==> src/rtl/bitwise_decoder.sv <==
// Recovers operand bits (a, b) from 8-bit operator result vectors and packs them into WORD_W-bit words.
// Optional BITWISE_DEC_ERRCNT_EN builds a saturating 16-bit count of rejected vectors.
module bitwise_decoder #(
    parameter int WORD_W = 8
) (
    input  logic              clk_in,
    input  logic              rst_in,
    input  logic [7:0]        y_vec_in,
    input  logic              y_valid_in,
    output logic              y_ready_out,
    input  logic              flush_in,
    output logic [WORD_W-1:0] a_word_out,
    output logic [WORD_W-1:0] b_word_out,
    output logic              word_valid_out,
    input  logic              word_ready_in,
    output logic              err_out,
    output logic [15:0]       err_cnt_out
);
    localparam int CW = $clog2(WORD_W + 1);

    typedef enum logic {COLLECT, HOLD} state_t;

    state_t            state_q, state_d;
    logic [CW-1:0]     bit_cnt_q, bit_cnt_d;
    logic [WORD_W-1:0] a_sh_q, a_sh_d, b_sh_q, b_sh_d;
    logic [WORD_W-1:0] a_word_q, a_word_d, b_word_q, b_word_d;
    logic              err_q, err_d;

    logic              dec_a, dec_b, good, accept;
    logic [7:0]        exp_vec;
    logic [WORD_W-1:0] a_ins, b_ins;

    always_comb begin
        dec_a   = y_vec_in[7];
        dec_b   = dec_a ? y_vec_in[0] : y_vec_in[1];
        exp_vec = {dec_a, ~(dec_a | dec_b), ~(dec_a & dec_b), ~dec_a,
                   ~(dec_a ^ dec_b), dec_a ^ dec_b, dec_a | dec_b, dec_a & dec_b};
        good    = (exp_vec == y_vec_in);

        y_ready_out = (state_q == COLLECT) ? ~flush_in : (word_ready_in & ~flush_in);
        accept      = y_valid_in & y_ready_out;

        a_ins = a_sh_q;
        b_ins = b_sh_q;
        for (int i = 0; i < WORD_W; i++) begin
            if (bit_cnt_q == CW'(i)) begin
                a_ins[i] = dec_a;
                b_ins[i] = dec_b;
            end
        end

        state_d   = state_q;
        bit_cnt_d = bit_cnt_q;
        a_sh_d    = a_sh_q;
        b_sh_d    = b_sh_q;
        a_word_d  = a_word_q;
        b_word_d  = b_word_q;
        err_d     = accept & ~good;

        if (state_q == HOLD && word_ready_in)
            state_d = COLLECT;

        if (flush_in && state_q == COLLECT) begin
            bit_cnt_d = '0;
            a_sh_d    = '0;
            b_sh_d    = '0;
        end

        // accept implies ~flush_in, so this never collides with the flush above
        if (accept && good) begin
            if (bit_cnt_q == CW'(WORD_W - 1)) begin
                a_word_d  = a_ins;
                b_word_d  = b_ins;
                bit_cnt_d = '0;
                a_sh_d    = '0;
                b_sh_d    = '0;
                state_d   = HOLD;
            end else begin
                bit_cnt_d = bit_cnt_q + CW'(1);
                a_sh_d    = a_ins;
                b_sh_d    = b_ins;
            end
        end
    end

    always_ff @(posedge clk_in or posedge rst_in) begin
        if (rst_in) begin
            state_q   <= COLLECT;
            bit_cnt_q <= '0;
            a_sh_q    <= '0;
            b_sh_q    <= '0;
            a_word_q  <= '0;
            b_word_q  <= '0;
            err_q     <= 1'b0;
        end else begin
            state_q   <= state_d;
            bit_cnt_q <= bit_cnt_d;
            a_sh_q    <= a_sh_d;
            b_sh_q    <= b_sh_d;
            a_word_q  <= a_word_d;
            b_word_q  <= b_word_d;
            err_q     <= err_d;
        end
    end

`ifdef BITWISE_DEC_ERRCNT_EN
    logic [15:0] err_cnt_q;

    always_ff @(posedge clk_in or posedge rst_in) begin
        if (rst_in)
            err_cnt_q <= '0;
        else if (err_d && err_cnt_q != 16'hFFFF)
            err_cnt_q <= err_cnt_q + 16'd1;
    end

    assign err_cnt_out = err_cnt_q;
`else
    assign err_cnt_out = 16'h0000;
`endif

    assign a_word_out     = a_word_q;
    assign b_word_out     = b_word_q;
    assign word_valid_out = (state_q == HOLD);
    assign err_out        = err_q;

endmodule

==> config.mk <==
export PLATFORM = sky130hd
export DESIGN_NAME = bitwise_decoder
export DESIGN_NICKNAME = d
export VERILOG_FILES = /design/src/rtl/bitwise_decoder.sv
export SDC_FILE = /design/constraint.sdc
export NUM_CORES = 1
export LEC_CHECK = 0
export CORE_UTILIZATION = 54
export CTS_BUF_LIST = sky130_fd_sc_hd__clkbuf_16
export DETAILED_ROUTE_END_ITERATION = 7
export HOLD_SLACK_MARGIN = 0.03
export PLACE_DENSITY_LB_ADDON = 0.25
export RECOVER_POWER = 25
export SYNTH_ARGS = -nofsm -noshare
export SYNTH_HDL_FRONTEND = slang
export SYNTH_SLANG_ARGS = --single-unit
==> constraint.sdc <==
create_clock -name clk_in -period 3.77 [get_ports clk_in]
set_clock_uncertainty 0.2 [all_clocks]
set_input_delay 0.5655 -clock clk_in [delete_from_list [all_inputs] [get_ports clk_in]]
set_output_delay 0.5655 -clock clk_in [all_outputs]
set_load 0.03 [all_outputs]
==> results of run 1 <==
-- power by group through the flow --
stage	clock network, W	logic, W	registers, W
floorplan	0	0.0000673	0.000396
global placement	0	0.0000825	0.000395
detailed placement	0	0.0000833	0.000395
CTS	0.000469	0.0000831	0.000388
finish	0.000464	0.0000824	0.000388
global route	0.000489	0.0000898	0.000388
-- registers in the layout, summed over array words and instances (netlist names) --
signal and count:
err_out 1, word_valid_out 1, a_sh_q 7, bit_cnt_q 4, b_sh_q 7, a_word_out 8
b_word_out 8
-- routing by layer --
metal,routed length (µm),GRT usage [%]
met3,207,6.34
met4,39,8.61
met2,2130,38.3
met1,1890,29.6
met5,0,0
-- stage by stage --
stage	instances	total power (W)	hold slack, ns
global placement	301	0.000477	0.277
detailed placement	301	0.000478	0.299
finish	309	0.000935	0.307
CTS	309	0.000940	0.312
floorplan	243	0.000464	0.304
global route	309	0.000967	0.328
-- cell families after synthesis --
kind of cell	after synthesis	synth area share, %
buffers and inverters	55	13.6
DFF	36	42.5
other	1	0.177
adders and majority gates	4	2.36
and+or+nand+nor	55	14.2
xor gates and xnor gates	3	1.24
muxes	17	8.68
AOI/OAI and AO/OA	57	17.2
-- layout make-up --
| class | count | share of cell area (%) |
|---|---|---|
| multi-input cells | 152 | 38.4 |
| flip-flops and latches | 36 | 35.2 |
| repair buffers | 36 | 13.4 |
| clock buffers | 5 | 4.89 |
| inverters | 29 | 4.25 |
| well taps | 48 | 2.34 |
| clock inverters | 3 | 1.47 |
-- path summary, 6_finish.rpt --
check | startpoint | slack [ns] | to
setup / recovery | y_vec_in[7] | 0.90 | a_word_out[6]
hold / removal | a_word_out[5] | 0.31 | a_word_out[5]
setup reg to reg | bit_cnt_q[2] | 1.28 | a_word_out[6]
hold reg to reg | a_word_out[5] | 0.31 | a_word_out[5]
max in group asynchronous | rst_in | 1.05 | b_word_out[6]
min in group asynchronous | rst_in | 1.21 | b_sh_q[1]
-- worst register-to-register path, stage by stage (launching register included) --
cell     delay, ns
dfrtp_1       0.42
nor2b_1       0.66
and2_1        0.29
nor3b_2       0.21
buf_4         0.24
mux2_1        0.34
-- cell usage in the layout, fill, tap and decap left out, types with 6 or more instances in the layout --
cell,instances
o21ai_0,16
conb_1,16
inv_1,29
a21oi_1,17
mux2i_1,9
mux2_2,6
dfrtp_1,36
o211ai_1,15
and3_1,7
nor2_1,18
or2_2,8
nand2_1,10
clkdlybuf4s50_1,30
==> metrics, run 1 <==
run status=complete, but fails checks; failing checks=capacitance limit, slew limit; global-route wire length before repair=7.29 mm; max cap viols=1; CP peak stage delay=0.68 ns; critical path data arrival time=2.83 ns; Area Growth Syn to Fin=20.9%; initial core utilization=57.0%; final instance area=2560 µm²; clock root cell=clkbuf_16; Post-CTS Setup Bufs=0; Post-synth EDFFs=0; clock slew at reported path FFs=0.05 ns; Die Wd=64.6 µm; Clock Sink Count=36; share of post-route cells with drive strength above 1=11.1%; worst-margin pin slew=1.92 ns; ys async rst share=100%; Finished Core Util=68.9%; Synth area leaders=dfrtp_1 43%, buf_4 6.0%, o211ai_1 5.3%; Setup violations, final=0; core region area=3720 µm²; grt ovf=0; pwr dens=365 nW/µm²; CTS Buf Count=5; average routed wire per standard cell=13.8 µm; Routed WL=4.26 mm; Placed Area=2400 µm²; sequential fraction of the synthesis area=42.5%; total track usage=23.4%; H-tree lvl count=2; Net Switching=0.000216 W; final setup margin=0.901 ns; pre-CTS setup slack=0.621 ns; initial antenna violation count=0; RSZ-0062 raised after global routing=false; Fin Setup TNS=0 ns; Sequential Area=901 µm²; hold crit path type=reg2reg; shortest period the worst path allows=2.87 ns; list of most frequent post-synthesis cells=36 x dfrtp_1, 29 x inv_1, 18 x nor2_1; Fill cells=303; DR vias=1626; fmax=349 MHz; mapped cell area=2120 µm²; GP Congestion=0.785; DRC viols=0; syn_area_per_cell=9.29 µm²; Vias per Instance=5.26; Post-Syn Instances=228; post-CTS sizing=0; combinational power share=8.8%; Skew-Pair Late Insertion Delay=0.28 ns; WP buf/inv=2; Final Hold Viols=0; CP Depth=7; PortBufs=31; Yosys warnings=0; Yosys top cell area share=42.5%; largest net degree at the start of global routing=37; Clock Power Share=49.7%; count leader, synth=dfrtp_1; relative slew slack=-28.0%; Top Ports=48; CTS tree=yes; WP data required=3.73 ns; CP delay by family, top=buffers and inverters; Pre-antenna DRT Iters=4; die area=4180 µm²; Antenna diodes=0; worst hold path depth=1; Iter 0 DRT Violations=163; ys flop type=dfrtp_1; Net Sw Frac=23.1%; NumNets Final=277; Slew Viols, Final=37; Synth area leader=dfrtp_1; # rows=22; Cell variety after synth=40; CP Class=in2reg; die height=64.6 µm; fin crit share=76.1%; CP endpoint kind=flop; slowest CP cell=clkdlybuf4s50_1; R2R cell count=5; Seq pwr share=41.5%; Synth Register Bits=36; P_int=0.000719 W; vias in the first global route=1550; area of the multi-input gates=985 µm²; DP Wirelength=2.84 mm; P_leak=1.18 nW; critical path startpoint category=input pin; maximum VDD drop=0.266 mV; post-route ant nets=0; hold-fix buffers at CTS=0; crit-path cells=clkdlybuf4s50_1 -> nor3b_1 -> a31oi_1 -> a211o_1 -> nor3b_2 -> buf_4 -> mux2_1; Worst Path Max Fanout=15; CTS Buffer Depth=2
Note: power is estimated with default switching activity, not from simulation.
==> inputs of run 2 (changes only) <==
--- a/config.mk
+++ b/config.mk
@@ -5,7 +5,7 @@
 export SDC_FILE = /design/constraint.sdc
 export NUM_CORES = 1
 export LEC_CHECK = 0
-export CORE_UTILIZATION = 54
+export CORE_UTILIZATION = 45
 export CTS_BUF_LIST = sky130_fd_sc_hd__clkbuf_16
 export DETAILED_ROUTE_END_ITERATION = 7
 export HOLD_SLACK_MARGIN = 0.03
==> constraint.sdc (replaced) <==
create_clock -name clk_in -period 2.5 [get_ports clk_in]
set_clock_uncertainty 0.2 [all_clocks]
set_input_delay 0.375 -clock clk_in [delete_from_list [all_inputs] [get_ports clk_in]]
set_output_delay 0.375 -clock clk_in [all_outputs]
set_load 0.03 [all_outputs]
==> run 2 against run 1 <==
Against the previous run:
- the run ends with DRC left
- routed wire length rose by 3.0%
- hold slack worse by 0.0079 ns
- via count increased by 1.7%
- clock-buffer cell count is the same
- combinational power increased by 72%
- first-iteration DRC count is 46% lower
- global-route usage decreased by 4.2 points
- sequential power increased by 51%
- power grew 41%
- largest power group unchanged
==> metrics, run 2 (synthesized netlist as in run 1, its figures left out) <==
run status=complete, but fails checks; failing checks=DRC; shortest period the worst path allows=2.37 ns; Routed WL=4.39 mm; CTS Buf Count=5; GP Congestion=0.754; CTS Buffer Depth=2; PortBufs=31; Fill cells=383; DRC viols=10; WP buf/inv=3; Area Growth Syn to Fin=25.6%; Net Sw Frac=24.6%; Finished Core Util=59.9%; pwr dens=494 nW/µm²; commonest non-fill, non-tap cells in the layout=36 x dfrtp_1, 31 x inv_1, 30 x clkdlybuf4s50_1; grt met3 use=4.84%; busiest grt layer=met2; worst-margin pin slew=0.904 ns; P_leak=1.25 nW; core region area=4440 µm²; P_int=0.000991 W; Post-CTS Setup Bufs=0; hold crit path type=reg2reg; Clock Power Share=44.6%; Net Switching=0.000323 W; share of post-route cells with drive strength above 1=16.2%; DR vias=1654; final instance area=2660 µm²; vias in the first global route=1676; average routed wire per standard cell=13.3 µm; Pre-antenna DRT Iters=6; clock root cell=clkbuf_16; H-tree lvl count=2; Placed Area=2530 µm²; Iter 0 DRT Violations=88; maximum VDD drop=0.277 mV; max cap viols=0; Die Wd=70.6 µm; RSZ-0062 raised after global routing=false; Final Hold Viols=0; global-route wire length before repair=7.43 mm; CP delay by family, top=buffers and inverters; Antenna diodes=0; CP Class=in2out; area of the multi-input gates=985 µm²; NumNets Final=293; Clock Sink Count=36; post-CTS sizing=0; most common cell after layout, fill and taps aside=dfrtp_1; initial core utilization=47.7%; Top Ports=48; clock slew at reported path FFs=0.05 ns; relative slew slack=39.8%; dpl cells=321; Final Non-Filler Cells=329; Setup violations, final=0; CTS tree=yes; CP peak stage delay=0.68 ns; CP endpoint kind=primary output; Skew-Pair Late Insertion Delay=0.28 ns; met1 usage=24.1%; fmax=421 MHz; Seq pwr share=44.6%; hold-fix buffers at CTS=0; initial antenna violation count=0; slowest CP cell=clkdlybuf4s50_1; post-route ant nets=0; die area=4990 µm²; critical path startpoint category=input pin; WP data required=1.92 ns; die height=70.6 µm; crit-path cells=clkdlybuf4s50_1 -> nor2b_4 -> buf_4 -> nor2_1 -> clkdlybuf4s50_1; # rows=24; Vias per Instance=5.03; grt ovf=0; Tot Pwr=0.00131 W; DP Wirelength=3.05 mm; fin crit share=95.0%; Worst Path Max Fanout=2; total track usage=19.2%; CP most frequent cell=clkdlybuf4s50_1; met2 Usage GRT=31.9%; largest net degree at the start of global routing=37; critical path data arrival time=1.80 ns; Sequential Area=901 µm²; Slew Viols, Final=0; combinational power share=10.8%
## run 2: cell count changes in the layout (fill, tap and decap cells not counted), sizes merged
cell / before / now
buf: 4 / 20
inv: 29 / 31
bufinv: 1 / 0
clkinv: 2 / 1
## run 2: worst register-to-register path, cell delays in order, from the launching register on
cell and delay, ns:
dfrtp_1 0.40, nor2b_4 0.14, or3b_4 0.37, a211o_1 0.31, nor3b_2 0.20, buf_4 0.19, mux2_2 0.34
## run 2: worst paths after layout
check,slack [ns],cells past startpoint,from,end
setup / recovery,0.13,5,word_ready_in,y_ready_out
hold / removal,0.30,1,a_word_out[6],a_word_out[6]
setup reg to reg,0.25,6,word_valid_out,a_word_out[0]
hold reg to reg,0.30,1,a_word_out[6],a_word_out[6]
max in group asynchronous,0.92,3,rst_in,a_word_out[7]
min in group asynchronous,0.62,3,rst_in,b_word_out[5]
## run 2: metrics by stage
stage / setup TNS, ns / setup slack, ns / hold slack [ns]
6_report: 0 / 0.126 / 0.299
5_1_grt: 0 / 0.0695 / 0.329
4_1_cts: 0 / 0.114 / 0.308
3_5_place_dp: -2.39 / -0.146 / 0.283
3_3_place_gp: -2.01 / -0.129 / 0.278
2_1_floorplan: 0 / 0.0614 / 0.304
## run 2: routing by layer
layer  vias up  wire length, µm  share of wire [%]
li1        828                -                  -
met1       791             2070                 47
met2        29             2100                 48
met3         6              164                3.7
met4         0               58                1.3
met5         -                0                  0
## run 2: final cells by class
cell class | count | area share (%)
clock buffer | 5 | 4.70
timing repair buffer | 52 | 17.5
sequential | 36 | 33.9
tap | 52 | 2.44
clock inverter | 3 | 0.423
multi-input combinational | 152 | 37.0
inverter | 29 | 4.09
## run 2: power by group through the flow
stage          logic (W)  clock network, W  registers (W)
2_1_floorplan   0.000101                 0       0.000598
3_3_place_gp    0.000142                 0       0.000595
3_5_place_dp    0.000142                 0       0.000596
4_1_cts         0.000143          0.000597       0.000585
5_1_grt         0.000153          0.000622       0.000585
6_report        0.000142          0.000587       0.000585
